[src/rtl/multicycle_control_unit_pkg.sv]
// Shared constants and types for the multicycle control FSM:
// state codes, opcode class patterns, ALU-op selectors, select bundle.
package multicycle_control_unit_pkg;

    typedef enum logic [2:0] {
        ST_IDLE      = 3'd0,
        ST_FETCH     = 3'd1,
        ST_DECODE    = 3'd2,
        ST_EXECUTE   = 3'd3,
        ST_MEM       = 3'd4,
        ST_WRITEBACK = 3'd5
    } state_t;

    typedef enum logic [2:0] {
        CL_RTYPE,
        CL_LOAD_S,
        CL_LOAD_U,
        CL_STORE,
        CL_BRANCH,
        CL_IMM,
        CL_JUMP,
        CL_ILLEGAL
    } op_class_t;

    localparam logic [5:0] OP_RTYPE  = 6'b0000??;
    localparam logic [5:0] OP_LOAD_S = 6'b1000??;
    localparam logic [5:0] OP_LOAD_U = 6'b1001??;
    localparam logic [5:0] OP_STORE  = 6'b1010??;
    localparam logic [5:0] OP_BRANCH = 6'b1011??;
    localparam logic [5:0] OP_IMM    = 6'b111???;
    localparam logic [5:0] OP_JUMP   = 6'b11001?;
    localparam logic [5:0] OP_JREG   = 6'b01100?;

    localparam logic [1:0] ALU_RTYPE  = 2'b00;
    localparam logic [1:0] ALU_ADD    = 2'b01;
    localparam logic [1:0] ALU_BRANCH = 2'b10;

    typedef struct packed {
        logic       addr_src;
        logic       data_src;
        logic       alu_src;
        logic [1:0] alu_op;
        logic       signed_op;
        logic       imm;
    } ctrl_sel_t;

endpackage

[src/rtl/opcode_class_decoder.sv]
// Combinational opcode classifier producing the class and the
// datapath select bundle that goes with it.
module opcode_class_decoder
    import multicycle_control_unit_pkg::*;
(
    input  logic [5:0] opcode,
    output op_class_t  op_class,
    output ctrl_sel_t  sel
);

    always_comb begin
        op_class = CL_ILLEGAL;
        sel      = '0;
        unique casez (opcode)
            OP_RTYPE: begin
                op_class = CL_RTYPE;
                sel = '{1'b1, 1'b0, 1'b0, ALU_RTYPE, 1'b0, 1'b0};
            end
            OP_LOAD_S: begin
                op_class = CL_LOAD_S;
                sel = '{1'b0, 1'b1, 1'b1, ALU_ADD, 1'b1, 1'b0};
            end
            OP_LOAD_U: begin
                op_class = CL_LOAD_U;
                sel = '{1'b0, 1'b1, 1'b1, ALU_ADD, 1'b0, 1'b0};
            end
            OP_STORE: begin
                op_class = CL_STORE;
                sel = '{1'b0, 1'b1, 1'b1, ALU_ADD, 1'b1, 1'b0};
            end
            OP_BRANCH: begin
                op_class = CL_BRANCH;
                sel = '{1'b0, 1'b1, 1'b0, ALU_BRANCH, 1'b0, 1'b0};
            end
            OP_IMM: begin
                op_class = CL_IMM;
                sel = '{1'b0, 1'b0, 1'b1, ALU_RTYPE, 1'b1, 1'b1};
            end
            OP_JUMP, OP_JREG: begin
                op_class = CL_JUMP;
            end
            default: begin
                op_class = CL_ILLEGAL;
            end
        endcase
    end

endmodule

[src/rtl/multicycle_control_unit.sv]
// Multicycle instruction sequencer: FETCH/DECODE/EXECUTE/MEM/WRITEBACK
// with bounded memory wait and sticky illegal / memory-timeout flags.
module multicycle_control_unit
    import multicycle_control_unit_pkg::*;
#(
    parameter int NB_OPCODE     = 6,
    parameter int NB_ALU_OP_SEL = 2,
    parameter int MEM_TIMEOUT   = 15
) (
    input  logic                     i_clock,
    input  logic                     i_reset,
    input  logic                     i_start,
    input  logic                     i_halt,
    input  logic [NB_OPCODE-1:0]     i_instruction_type,
    input  logic                     i_mem_ack,
    output logic                     o_pc_enb,
    output logic                     o_ir_enb,
    output logic                     o_rf_wr_addr_src,
    output logic                     o_rf_wr_data_src,
    output logic                     o_alu_data_src,
    output logic                     o_signed_operation,
    output logic                     o_inmediate_operation,
    output logic [NB_ALU_OP_SEL-1:0] o_alu_operation,
    output logic                     o_rf_wr_enb,
    output logic                     o_data_mem_rd_enb,
    output logic                     o_data_mem_wr_enb,
    output logic                     o_branch,
    output logic                     o_jump,
    output logic                     o_busy,
    output logic                     o_instr_done,
    output logic                     o_illegal,
    output logic                     o_mem_error,
    output logic [2:0]               o_state
);

    localparam int NB_CNT = $clog2(MEM_TIMEOUT + 1);
    localparam logic [NB_CNT-1:0] CNT_LAST = NB_CNT'(MEM_TIMEOUT - 1);

    state_t               state;
    state_t               state_nxt;
    logic [NB_OPCODE-1:0] opcode_q;
    logic [NB_CNT-1:0]    mem_cnt;
    ctrl_sel_t            sel_q;
    ctrl_sel_t            dec_sel;
    op_class_t            dec_class;
    logic                 illegal_q;
    logic                 mem_error_q;
    logic                 is_load;
    logic                 is_store;
    logic                 retire;
    logic                 mem_timeout;

    opcode_class_decoder u_decoder (
        .opcode   (opcode_q[5:0]),
        .op_class (dec_class),
        .sel      (dec_sel)
    );

    assign is_load  = (dec_class == CL_LOAD_S) || (dec_class == CL_LOAD_U);
    assign is_store = (dec_class == CL_STORE);

    // Store retires straight out of MEM on the ack cycle
    assign retire =
        (state == ST_WRITEBACK) ||
        (state == ST_DECODE  && dec_class == CL_JUMP) ||
        (state == ST_EXECUTE && dec_class == CL_BRANCH) ||
        (state == ST_MEM && is_store && i_mem_ack);

    assign mem_timeout = (state == ST_MEM) && !i_mem_ack &&
                         (mem_cnt == CNT_LAST);

    always_ff @(posedge i_clock) begin
        if (!i_reset) begin
            state <= ST_IDLE;
        end else begin
            state <= state_nxt;
        end
    end

    always_comb begin
        state_nxt = state;
        unique case (state)
            ST_IDLE: begin
                if (i_start && !illegal_q && !mem_error_q)
                    state_nxt = ST_FETCH;
            end
            ST_FETCH:     state_nxt = ST_DECODE;
            ST_DECODE: begin
                state_nxt = (dec_class == CL_ILLEGAL) ? ST_IDLE
                                                      : ST_EXECUTE;
            end
            ST_EXECUTE: begin
                state_nxt = (is_load || is_store) ? ST_MEM
                                                  : ST_WRITEBACK;
            end
            ST_MEM: begin
                if (i_mem_ack)
                    state_nxt = ST_WRITEBACK;
                else if (mem_timeout)
                    state_nxt = ST_IDLE;
            end
            ST_WRITEBACK: state_nxt = ST_IDLE;
            default:      state_nxt = ST_IDLE;
        endcase
        if (retire)
            state_nxt = (i_start && !i_halt) ? ST_FETCH : ST_IDLE;
    end

    always_comb begin
        o_pc_enb          = (state == ST_FETCH);
        o_ir_enb          = (state == ST_FETCH);
        o_jump            = (state == ST_DECODE) &&
                            (dec_class == CL_JUMP);
        o_branch          = (state == ST_EXECUTE) &&
                            (dec_class == CL_BRANCH);
        o_data_mem_rd_enb = (state == ST_MEM) && is_load;
        o_data_mem_wr_enb = (state == ST_MEM) && is_store;
        o_rf_wr_enb       = (state == ST_WRITEBACK);
        o_busy            = (state != ST_IDLE);
        o_instr_done      = retire;
        o_state           = state;
    end

    always_ff @(posedge i_clock) begin
        if (!i_reset) begin
            opcode_q    <= '0;
            sel_q       <= '0;
            mem_cnt     <= '0;
            illegal_q   <= 1'b0;
            mem_error_q <= 1'b0;
        end else begin
            if (state == ST_FETCH)
                opcode_q <= i_instruction_type;
            if (state == ST_DECODE)
                sel_q <= dec_sel;
            mem_cnt <= (state == ST_MEM) ? mem_cnt + 1'b1 : '0;
            if (state == ST_DECODE && dec_class == CL_ILLEGAL)
                illegal_q <= 1'b1;
            if (mem_timeout)
                mem_error_q <= 1'b1;
        end
    end

    assign o_rf_wr_addr_src      = sel_q.addr_src;
    assign o_rf_wr_data_src      = sel_q.data_src;
    assign o_alu_data_src        = sel_q.alu_src;
    assign o_alu_operation       = NB_ALU_OP_SEL'(sel_q.alu_op);
    assign o_signed_operation    = sel_q.signed_op;
    assign o_inmediate_operation = sel_q.imm;
    assign o_illegal             = illegal_q;
    assign o_mem_error           = mem_error_q;

endmodule

[config.mk]
export PLATFORM = sky130hd
export DESIGN_NAME = multicycle_control_unit
export DESIGN_NICKNAME = d
export VERILOG_FILES = /design/src/rtl/multicycle_control_unit_pkg.sv /design/src/rtl/opcode_class_decoder.sv /design/src/rtl/multicycle_control_unit.sv
export SDC_FILE = /design/constraint.sdc
export NUM_CORES = 1
export LEC_CHECK = 0
export BUFFER_PORTS_ARGS = -buffer_cell sky130_fd_sc_hd__buf_2
export CORE_MARGIN = 2
export CORE_UTILIZATION = 50
export CTS_CLUSTER_DIAMETER = 80
export DETAILED_ROUTE_END_ITERATION = 10
export GPL_ROUTABILITY_DRIVEN = 0
export PLACE_DENSITY_LB_ADDON = 0.1
export REMOVE_ABC_BUFFERS = 1
export SLEW_MARGIN = 20
export SYNTH_ARGS = -nofsm -noshare
export SYNTH_HDL_FRONTEND = slang
export SYNTH_HIERARCHICAL = 1
export SYNTH_SLANG_ARGS = --single-unit
[constraint.sdc]
create_clock -name i_clock -period 2.5 [get_ports i_clock]
set_input_delay 0.125 -clock i_clock [delete_from_list [all_inputs] [get_ports i_clock]]
set_output_delay 0.125 -clock i_clock [all_outputs]
set_load 0.05 [all_outputs]
==> flow_summary.json, run 1 <==
{
  "vdd_drop_max_mv": 0.3787,
  "hold_viol_final": 0,
  "p_leak_nw": 0.6363,
  "die_w_um": 52.99,
  "drtPass1Iterations": 4,
  "drc_errors": 0,
  "rsz0062_at_grt": "false",
  "critPathRequiredTime_ps": 2380,
  "crit_top_cell": "o31ai_2",
  "drive_above_1_share": 0.2882,
  "viasPerCell": 5.374,
  "worstPathCellList": "nand4b_4 -> o31ai_2 -> o31ai_2 -> buf_4 -> and2b_1 -> and2_1 -> o2bb2ai_1 -> clkbuf_4",
  "worstSetupPathType": "register to output port",
  "maxSlewViolCount": 0,
  "holdPathEnd": "opcode_q[3]",
  "die_h_um": 52.99,
  "slowest_delay_ps": 480,
  "hp-start": "i_instruction_type[3]",
  "total_power_mw": 0.7931,
  "critPathBufInv": 2,
  "clock.fmax_ghz": 0.4295,
  "seqCellArea_um2": 424.2,
  "clock_sinks": 21,
  "tns_ps": 0,
  "wl_per_cell_um": 11.38,
  "post-route-period-util": 0.9313,
  "cp_slowest_cell": "dfxtp_2",
  "setup_viol": 0,
  "tightestPinTransition_ps": 448.2,
  "area_delta_synth_final_pct": 13.97,
  "r2r-start": "opcode_q[2]",
  "layout.nets": 184,
  "r2r-end": "o_state[0]",
  "grt_pass1_wl_um": 3926,
  "ys_warn_count": 6,
  "cts_buffers": 3,
  "holdWs_ps": 52.33,
  "placed_cell_area_um2": 1334,
  "ios": 32,
  "grt_max_degree": 15,
  "synthCells": 144,
  "end_kind": "output port",
  "ant_nets": 0,
  "port_buffers": 30,
  "grt-ovfl-total": 0,
  "skew_ps": 4.017,
  "path_clk_slew_ps": 120,
  "max_cap_viol_count": 0,
  "crit_arrival_ps": 2200,
  "p_per_area_nw_per_um2": 580.0,
  "cts_tree": "yes",
  "start_util": 0.5373,
  "cts_setup_buffers": 0,
  "fin_crit_ps": 2328,
  "syn_area_per_cell_um2": 8.333,
  "clk_latency_ps": 300,
  "diodes": 0,
  "h-tree-depth": 1,
  "r2r_cells": 6,
  "totalWireLength_um": 2254,
  "crit_family": "simple AND/OR/NAND/NOR gates",
  "grt_usage": 0.1878,
  "final_area_um2": 1368,
  "grt_pass1_vias": 929,
  "antenna_found_initial": 0,
  "routed-via-count": 1064,
  "hold_path_class": "primary input to register",
  "synth_area_um2": 1200,
  "hpwlAfterDp_um": 1704,
  "root_buffer": "clkbuf_4",
  "core_area_um2": 2233,
  "min_delay_path_depth": 3,
  "slew_headroom": 0.7008,
  "n_fill_cell": 215,
  "core.rowCount": 17,
  "drtIter0Drc": 6,
  "cp-start-kind": "register",
  "cts_buffer_depth": 2,
  "die_area_um2": 2807,
  "worstPathMaxFanout": 13,
  "reg2reg_slack_ps": 440,
  "status": "finished, final reports clean",
  "multi_input_area_um2": 686.9
}
## worst max path at each step
| stage | from | slack, ps | depth (start not counted) | endpoint |
|---|---|---|---|---|
| after floorplan | o_state[0] | -1730 | 3 | opcode_q[1] |
| after global placement | opcode_q[3] | 360 | 7 | o_state[0] |
| after detailed placement | opcode_q[3] | 350 | 7 | o_state[0] |
| after CTS | opcode_q[4] | 40 | 8 | o_instr_done |
| after global routing | opcode_q[3] | 7 | 8 | o_instr_done |
| final | opcode_q[3] | 170 | 8 | o_instr_done |
## final cells by class
type | count | area share
inverter | 5 | 0.01372
timing repair buffer | 33 | 0.1281
clock inverter | 1 | 0.003660
multi-input combinational | 107 | 0.5023
clock buffer | 3 | 0.01647
tap | 28 | 0.02562
sequential | 21 | 0.3102
## state kept, by name (all words and copies together), names as in the netlist
name	cells
o_alu_operation	2
o_mem_error	1
o_alu_data_src	1
o_illegal	1
o_rf_wr_addr_src	1
mem_cnt	4
o_rf_wr_data_src	1
o_inmediate_operation	1
o_signed_operation	1
opcode_q	5
o_state	3
## layer usage
metal | track usage | share of wire | up-vias
met5 | 0 | 0 | -
met3 | 0.03955 | 0.040 | 2
met4 | 0.06410 | 0.0062 | 0
met1 | 0.2436 | 0.49 | 479
li1 | - | - | 563
met2 | 0.3063 | 0.46 | 20
## power by group
| part | leakage, nW | total [mW] | internal, mW | switching, mW |
|---|---|---|---|---|
| sequential | 0.171 | 0.388 | 0.350 | 0.0377 |
| clock | 0.0177 | 0.161 | 0.0595 | 0.101 |
| combinational | 0.447 | 0.244 | 0.0889 | 0.156 |
| total | 0.636 | 0.793 | 0.499 | 0.294 |
## worst reg2reg max path, cell delays in order (launching register included)
cell and delay [ps]:
dfxtp_1 450, o211ai_1 230, o31a_1 340, and4b_1 270, o21ai_2 80, or4b_1 470, a31oi_1 170
## per-stage QoR
step | utilization | setup slack, ps | std cells
2_1_floorplan | - | -1729 | 133
3_5_place_dp | 0.5972 | 352.8 | 194
6_report | 0.6123 | 171.7 | 198
5_1_grt | 0.6123 | 6.632 | 198
3_3_place_gp | 0.5972 | 362.0 | 194
4_1_cts | 0.6101 | 39.76 | 198
## timing repair
action / in CTS / in global routing
pin swaps: 0 / 0
endpoints found under the setup margin: 1 / 1
hold buffers: 0 / 0
resized for setup: 1 / 3
## placed cells by master (no fill, tap or decap), types with 2 or more instances in the layout
cell      instances
buf_4             3
ha_1              2
nand2b_1          3
o31ai_1           2
nor2_1           14
and3_1            4
nand3_1           4
mux2i_1           6
nor3_1            5
nand2_1          19
o31ai_2           2
xor2_1            2
buf_2            29
a31oi_1           3
xnor2_1           2
dfxtp_1          18
clkbuf_4          4
inv_1             4
and4b_1           2
a21oi_1          12
dfxtp_2           3
(Power assumes the default switching activity.)
==> run 2: changes to the inputs <==
CORE_UTILIZATION = 45   (was 50)
==> run 2 against run 1 <==
Sequential power barely moved. Non-clock buffer count stayed put. Design area increased by 0.91%. Clock skew decreased by 1.2 ps. Routed wire length rose by 14%. Die area rose by 10%. Highest routed layer unchanged. Clock-buffer cell count unchanged.
==> flow_summary.json, run 2 (synthesis results as in run 1) <==
{
  "cts_resized": 0,
  "vdd_drop_max_mv": 0.4494,
  "cts_tree": "yes",
  "clock_sinks": 21,
  "hpwlAfterDp_um": 1799,
  "worstSetupPathType": "register to output port",
  "drtIter0Drc": 31,
  "r2r-end": "o_state[0]",
  "setup_viol": 0,
  "total_power_mw": 0.8044,
  "ios": 32,
  "clock.fmax_ghz": 0.4460,
  "holdBufCountCts": 0,
  "rsz0062_at_grt": "false",
  "drive_above_1_share": 0.2941,
  "holdPathEnd": "opcode_q[4]",
  "final_common_cell": "buf_2",
  "crit_arrival_ps": 2120,
  "grt_usage": 0.1732,
  "clk_latency_ps": 300,
  "root_buffer": "clkbuf_4",
  "grt_pass1_wl_um": 4347,
  "largest_reg_flops": 5,
  "hp-start": "i_instruction_type[4]",
  "p_per_area_nw_per_um2": 582.9,
  "fin_util": 0.5521,
  "max_cap_viol_count": 0,
  "grt-ovfl-total": 0,
  "placed_cell_area_um2": 1336,
  "cp-start-kind": "register",
  "port_buffers": 30,
  "grt_max_degree": 15,
  "p_leak_nw": 0.6386,
  "cts_buffer_depth": 2,
  "diodes": 0,
  "maxSlewViolCount": 0,
  "cts_buffers": 3,
  "r2r-start": "opcode_q[3]",
  "cts_setup_buffers": 0,
  "slew_headroom": 0.6729,
  "area_delta_synth_final_pct": 15.02,
  "die_w_um": 55.64,
  "layout.nets": 184,
  "routed-via-count": 1056,
  "viasPerCell": 5.280,
  "skew_ps": 2.799,
  "start_util": 0.4800,
  "totalWireLength_um": 2560,
  "min_delay_path_depth": 3,
  "core.rowCount": 18,
  "r2r_cells": 7,
  "fin_crit_ps": 2242,
  "core_area_um2": 2500,
  "worst_slack_ps": 258.0,
  "final_area_um2": 1380,
  "drc_errors": 0,
  "die_h_um": 55.64,
  "final_cell_mix": "29 x buf_2, 19 x nand2_1, 17 x dfxtp_1",
  "status": "finished, final reports clean",
  "critPathRequiredTime_ps": 2380,
  "reg2reg_slack_ps": 450,
  "grt_pass1_vias": 949,
  "ant_nets": 0,
  "hold_viol_final": 0,
  "die_area_um2": 3095,
  "h-tree-depth": 1,
  "hold_path_class": "primary input to register",
  "instances_no_fill": 200,
  "wl_per_cell_um": 12.80,
  "largest_register": "opcode_q",
  "worstPathMaxFanout": 10,
  "path_clk_slew_ps": 120,
  "post-place-cells": 196,
  "antenna_found_initial": 0,
  "tightestPinTransition_ps": 490.0,
  "drtPass1Iterations": 4,
  "post-route-period-util": 0.8968,
  "dp_slack_ps": 290.5,
  "end_kind": "output port"
}
-- run 2: metal layers --
metal,up-vias,track usage,share of wire
met5,-,0,0
met4,0,0.03136,0.0039
met3,2,0.04651,0.047
met2,25,0.2772,0.45
met1,465,0.2360,0.50
li1,564,-,-
-- run 2: layout make-up --
cell class / instances / area [um^2]
Inverter: 5 / 18.77
Fill cell: 248 / 1120
Clock buffer: 3 / 22.52
Sequential cell: 21 / 425.4
Timing Repair Buffer: 33 / 175.2
Clock inverter: 1 / 5.005
Multi-Input combinational cell: 107 / 695.7
Tap cell: 30 / 37.54
-- run 2: worst max path at each step --
stage / depth (start not counted) / start / to / slack [ps]
2_1_floorplan: 3 / o_state[0] / opcode_q[1] / -1730
3_3_place_gp: 6 / opcode_q[5] / o_state[0] / 330
3_5_place_dp: 6 / opcode_q[5] / o_state[0] / 290
4_1_cts: 6 / opcode_q[5] / o_instr_done / 20
5_1_grt: 7 / opcode_q[4] / o_instr_done / 60
6_report: 7 / opcode_q[4] / o_instr_done / 260
-- run 2: worst max-delay path, cell delays in order, from the launching register on --
cell,delay (ps)
dfxtp_2,480
nand2_1,90
o31ai_2,260
o31ai_4,140
and2b_1,260
and2_1,170
o2bb2ai_1,140
clkbuf_4,260
-- run 2: stage by stage --
stage	hold slack, ps	setup TNS (ps)
after global routing	56.67	0
after CTS	45.68	0
after detailed placement	371.6	0
final	51.29	0
after floorplan	242.7	-12950
after global placement	358.1	0
-- run 2: where the power goes --
part	switching, mW	internal, mW
Combinational	0.164	0.0877
Sequential	0.0376	0.351
Clock	0.105	0.0597
